File: src/rtl/comparator_bank.sv
// comparator_bank: multi-channel registered compare-match unit.
// A free-running count is compared against CHANNELS compare values. Each
// channel has a shadow/active pair of registers, a match mode, and one-shot
// arming. Each channel produces a one-cycle match pulse and a sticky flag.
//
// Handshake note: there are no valid/ready pairs. wr_en, load, arm and clr are
// single-cycle strobes that are sampled on the rising clock edge. Every output
// is registered and changes one cycle after the inputs that caused it.
// The per-channel FSM state is the 'armed' output itself (IDLE=0, ARMED=1).
module comparator_bank #(
   parameter int WIDTH    = 24,
   parameter int CHANNELS = 4,
   parameter int CH_W     = (CHANNELS > 1) ? $clog2(CHANNELS) : 1
) (
   input  logic                clk,
   input  logic                n_rst,
   input  logic [WIDTH-1:0]    value,
   input  logic                wr_en,
   input  logic [CH_W-1:0]     wr_ch,
   input  logic [WIDTH-1:0]    wr_cmp,
   input  logic [1:0]          wr_mode,
   input  logic                load,
   input  logic [CHANNELS-1:0] arm,
   input  logic [CHANNELS-1:0] clr,
   output logic [CHANNELS-1:0] agb,
   output logic [CHANNELS-1:0] aeb,
   output logic [CHANNELS-1:0] alb,
   output logic [CHANNELS-1:0] match_pulse,
   output logic [CHANNELS-1:0] match_flag,
   output logic [CHANNELS-1:0] armed
);

   typedef enum logic [1:0] {
      MODE_OFF   = 2'b00,
      MODE_EQ    = 2'b01,
      MODE_GE    = 2'b10,
      MODE_CROSS = 2'b11
   } mode_e;

   typedef enum logic {
      CH_IDLE  = 1'b0,
      CH_ARMED = 1'b1
   } ch_state_e;

   for (genvar i = 0; i < CHANNELS; i++) begin : g_ch
      logic [WIDTH-1:0] sh_cmp_q, sh_cmp_d;
      logic [WIDTH-1:0] act_cmp_q, act_cmp_d;
      mode_e            sh_mode_q, sh_mode_d;
      mode_e            act_mode_q, act_mode_d;
      ch_state_e        state_q, state_d;
      mode_e            next_mode;
      logic             flag_q, flag_d;
      logic             pulse_q;
      logic             agb_q, aeb_q, alb_q;
      logic             cmp_gt, cmp_eq, cmp_lt;
      logic             wr_hit, cond, fire;

      // wr_ch values at or above CHANNELS never match any generated index.
      // Because of that, out-of-range writes drop out without an explicit range check.
      assign wr_hit = wr_en && (wr_ch == CH_W'(i));

      // Unsigned magnitude compare of the live count against the active value.
      assign cmp_gt = value >  act_cmp_q;
      assign cmp_eq = value == act_cmp_q;
      assign cmp_lt = value <  act_cmp_q;

      // Shadow/active transfer. load moves the old shadow into the active
      // register. A write in the same cycle updates only the shadow.
      always_comb begin
         sh_cmp_d   = sh_cmp_q;
         sh_mode_d  = sh_mode_q;
         act_cmp_d  = act_cmp_q;
         act_mode_d = act_mode_q;
         if (load) begin
            act_cmp_d  = sh_cmp_q;
            act_mode_d = sh_mode_q;
         end
         if (wr_hit) begin
            sh_cmp_d  = wr_cmp;
            sh_mode_d = mode_e'(wr_mode);
         end
      end

      // Fire decision on the current sample, using the pre-load active mode.
      // Crossing mode uses the registered alb from the previous sample.
      always_comb begin
         cond = 1'b0;
         case (act_mode_q)
            MODE_EQ:    cond = cmp_eq;
            MODE_GE:    cond = !cmp_lt;
            MODE_CROSS: cond = alb_q && !cmp_lt;
            default:    cond = 1'b0;
         endcase
         fire = (state_q == CH_ARMED) && cond;
      end

      // One-shot arming FSM. An arm request (from arm or load) takes priority
      // over the disarm that a fire in the same cycle would cause.
      always_comb begin
         state_d   = state_q;
         next_mode = load ? sh_mode_q : act_mode_q;
         case (state_q)
            CH_IDLE: begin
               if ((load || arm[i]) && next_mode != MODE_OFF) state_d = CH_ARMED;
            end
            CH_ARMED: begin
               if ((load || arm[i]) && next_mode != MODE_OFF) state_d = CH_ARMED;
               else if (load || fire)                         state_d = CH_IDLE;
            end
            default: state_d = CH_IDLE;
         endcase
      end

      // Sticky flag. A fire takes priority over a write-one-to-clear in the same cycle.
      assign flag_d = fire || (flag_q && !clr[i]);

      // Channel register bank, cleared asynchronously.
      always_ff @(posedge clk or negedge n_rst) begin
         if (!n_rst) begin
            sh_cmp_q   <= '0;
            sh_mode_q  <= MODE_OFF;
            act_cmp_q  <= '0;
            act_mode_q <= MODE_OFF;
            state_q    <= CH_IDLE;
            flag_q     <= 1'b0;
            pulse_q    <= 1'b0;
            agb_q      <= 1'b0;
            aeb_q      <= 1'b0;
            alb_q      <= 1'b0;
         end else begin
            sh_cmp_q   <= sh_cmp_d;
            sh_mode_q  <= sh_mode_d;
            act_cmp_q  <= act_cmp_d;
            act_mode_q <= act_mode_d;
            state_q    <= state_d;
            flag_q     <= flag_d;
            pulse_q    <= fire;
            agb_q      <= cmp_gt;
            aeb_q      <= cmp_eq;
            alb_q      <= cmp_lt;
         end
      end

      assign agb[i]         = agb_q;
      assign aeb[i]         = aeb_q;
      assign alb[i]         = alb_q;
      assign match_pulse[i] = pulse_q;
      assign match_flag[i]  = flag_q;
      assign armed[i]       = (state_q == CH_ARMED);
   end

endmodule

File: config.mk
export PLATFORM = sky130hd
export DESIGN_NAME = comparator_bank
export DESIGN_NICKNAME = d
export VERILOG_FILES = /design/src/rtl/comparator_bank.sv
export SDC_FILE = /design/constraint.sdc
export NUM_CORES = 1
export LEC_CHECK = 0
export BUFFER_PORTS_ARGS = -buffer_cell sky130_fd_sc_hd__buf_2
export CORE_MARGIN = 4
export CORE_UTILIZATION = 54
export CTS_CLUSTER_SIZE = 14
export DETAILED_ROUTE_END_ITERATION = 6
export PLACE_DENSITY = 0.76
export SYNTH_ARGS = -nofsm -noshare
export SYNTH_HDL_FRONTEND = slang
export SYNTH_SLANG_ARGS = --single-unit
export TNS_END_PERCENT = 1
File: constraint.sdc
create_clock -name clk -period 2.2 [get_ports clk]
set_clock_uncertainty 0.15 [all_clocks]
set_input_delay 0.44 -clock clk [delete_from_list [all_inputs] [get_ports clk]]
set_output_delay 0.44 -clock clk [all_outputs]
set_load 0.005 [all_outputs]
==> summary.md <==
| Metric | Value |
|---|---|
| Reported max-cap violation count | `0` |
| Drt total wl | `26700 um` |
| Top delay family on crit path | `simple AND/OR/NAND/NOR gates` |
| Area grow syn2layout | `22.4%` |
| FFs w/ async S/R, synth | `1.00` |
| Setup CP Type | `reg -> reg` |
| Grt ovf | `0` |
| Fin crit period | `approximately 2.4 ns` |
| First-pass GRT wire length | `between 40000 and 50000 um` |
| Root Buffer | `clkbuf_16` |
| Crit path largest cell delay | `0.34 ns` |
| CP required | `approximately 2.5 ns` |
| Die Width | `approximately 150 um` |
| Setup TNS | `-1.32 ns` |
| H-tree depth | `1` |
| Chain of cells forming the critical path | `inv_2 -> ha_4 -> nand4_1 -> nor4_4 -> a21boi_0 -> or3_4 -> nor4bb_1 -> or3_1` |
| Setup crit start kind | `register` |
| Slowest-stage cell, CP | `dfrtp_1` |
| Post-Syn Nets | `~1200` |
| Static Leakage | `about 0.0064 uW` |
| Final worst-path cycle share | `1.09` |
| Crit-path max FO | `2` |
| Clk buf depth | `3` |
| Post-Layout Cell Count | `around 1400` |
| Clk slew on worst S/H paths | `0.07 ns` |
| TritonCTS clock tree | `built` |
| Slew Limit Fails | `0` |
| Post-route cell area | `between 10000 and 15000 um2` |
| Initial core utilization | `0.548` |
| Synthesis Warnings | `0` |
| Tot GR Track Use | `0.233` |
| Wirelength per Cell | `about 19 um` |
| Initial antenna violation count | `1` |
| Post-synthesis sequential area ratio | `0.524` |
| Avg Inst Size Synth | `around 11 um2` |
| Fmax | `approximately 420 MHz` |
| Pwr per Cell Area | `~940 nW/um2` |
| Final hold vios | `0` |
| Final antenna-violating net count | `0` |
| Die Y | `roughly 150 um` |
| I/O Pins | `88` |
| Buf+Inv Stages, Crit Path | `1` |
| Unique masters post-synth | `50` |
| Row count | `52` |
| Layout cells sized above 1 | `0.333` |
| Fillers | `1446` |
| Via count | `around 8000` |
| TritonRoute pass-1 iters | `5` |
| Placed inst area | `between 10000 and 15000 um2` |
| Pre-CTS WS | `-0.528 ns` |
| Port Buf Inserts | `87` |
| WP data arrival | `roughly 2.7 ns` |
| Failing checks | `setup timing` |
| Worst Hold Class | `in -> reg` |
| Commonest non-fill, non-tap cells in the layout | `dfrtp_1, nand2_1, mux2_2, o21ai_0, inv_1` |
| Design Power | `between 10000 and 15000 uW` |
| Worst-Skew Late Latency | `0.52 ns` |
| EDFF count, synth | `0` |
| Placed instance count | `1376` |
| Detail Placement HPWL | `17400 um` |
| Cts bufs inserted | `24` |
| Vias/cell | `5.59` |
| RSZ-0062 raised after global routing | `yes` |
| Largest net degree at the start of global routing | `around 110` |
| Crit. End Element | `register` |
| Final #Nets | `1302` |
| CTS sink cnt | `around 230` |
| Commonest non-fill, non-tap cell in the layout | `dfrtp_1` |
| Area of the core | `between 20000 and 25000 um2` |
| Number of global-route vias before repair | `between 8000 and 9000` |
| VDD IR max | `432 uV` |
| Status | `complete, but fails checks` |
| Residual DRC | `0` |
| GPL Wtd Cong | `0.884` |
| Fin worst setup slack | `-0.201 ns` |
| Syn Std Cell Area | `~11000 um2` |
| Mapped Cells | `998` |
| FF+latch count, synth | `between 200 and 250` |
| Final setup fails | `14` |
| Top_reg_cell synth | `dfrtp_1` |
| Initial DRC Count | `around 460` |
| DIE AREA | `~23000 um2` |
| Relative slew slack | `0.564` |
| Worst slew pin tran | `approximately 0.65 ns` |
-- path summary, 6_finish.rpt --
check | from | cells past startpoint | endpoint | slack (ns)
max in group asynchronous | n_rst | 3 | g_ch[1].act_cmp_q[19] | 0.94
worst max-delay path | g_ch[3].act_cmp_q[11] | 8 | g_ch[3].state_q | -0.20
worst min-delay path | clr[1] | 2 | g_ch[1].flag_q | 0.008
worst min register to register | g_ch[1].sh_cmp_q[12] | 2 | g_ch[1].act_cmp_q[12] | 0.32
min in group asynchronous | n_rst | 2 | g_ch[3].act_cmp_q[5] | 0.30
worst max register to register | g_ch[3].act_cmp_q[11] | 8 | g_ch[3].state_q | -0.20
-- routing by layer --
metal	global-route usage	share of wire	vias up
li1	-	-	3719
met1	0.313	0.43	3997
met2	0.379	0.48	209
met3	0.0443	0.055	68
met4	0.0820	0.030	2
met5	0	0.00049	-
-- power by group --
group,switching [uW],total [uW],internal [uW]
clock,1660,4390,2740
sequential,367,5440,5070
combinational,1530,2900,1380
-- state kept, by name, indices dropped and copies added, names as in the netlist --
name	cells
g_ch.sh_mode_q	8
g_ch.state_q	4
g_ch.act_mode_q	8
g_ch.act_cmp_q	96
g_ch.agb_q	4
g_ch.alb_q	4
g_ch.flag_q	4
g_ch.aeb_q	4
g_ch.sh_cmp_q	96
g_ch.pulse_q	4
-- per-stage QoR --
stage	hold WS [ns]	utilization
after floorplan	-0.00559	-
after global placement	0.262	0.605
after detailed placement	0.269	0.605
after CTS	0.000832	0.664
after global routing	0.0248	0.670
final	0.00799	0.670
-- area by class of cell --
type	count	area, um2	area share
Sequential cell	232	5810	0.428
Multi-Input combinational cell	608	4940	0.364
Timing Repair Buffer	173	1220	0.0902
Clock buffer	33	716	0.0528
Inverter	103	387	0.0285
Tap cell	270	338	0.0249
Clock inverter	10	155	0.0114
Antenna cell	1	2.50	0.000184
-- cells by family (layout without fill, tap and decap cells) --
kind of cell	count (synthesis)	after routing	share of synthesized area
DFF	232	232	0.524
and+or+nand+nor	209	209	0.0922
AOI/OAI and AO/OA	192	192	0.0999
buffers and inverters	158	319	0.0633
muxes	111	111	0.113
adders and majority gates	96	96	0.108
other	0	1	0
-- Yosys cell counts (all sizes together) (10+ instances only) --
| cell type | number | area [um2] |
|---|---|---|
| dfrtp | 232 | 5810 |
| nand2 | 121 | 454 |
| o21ai | 113 | 566 |
| mux2 | 111 | 1250 |
| inv | 103 | 387 |
| ha | 96 | 1200 |
| buf | 39 | 255 |
| a21oi | 36 | 180 |
| nand4 | 21 | 138 |
| clkbuf | 16 | 60.1 |
| nor2 | 12 | 45.0 |
| nand3 | 10 | 50.1 |
-- repair_timing --
| item | CTS | global route |
|---|---|---|
| gates cloned | 0 | 0 |
| pin swaps | 23 | 7 |
| hold endpoints to repair | 54 | 0 |
| gates resized for setup | 42 | 20 |
| endpoints found under the setup margin | 19 | 20 |
| hold buffers | 1 | 0 |
| setup buffers | 9 | 0 |
Power figures use the tool's default switching activity.
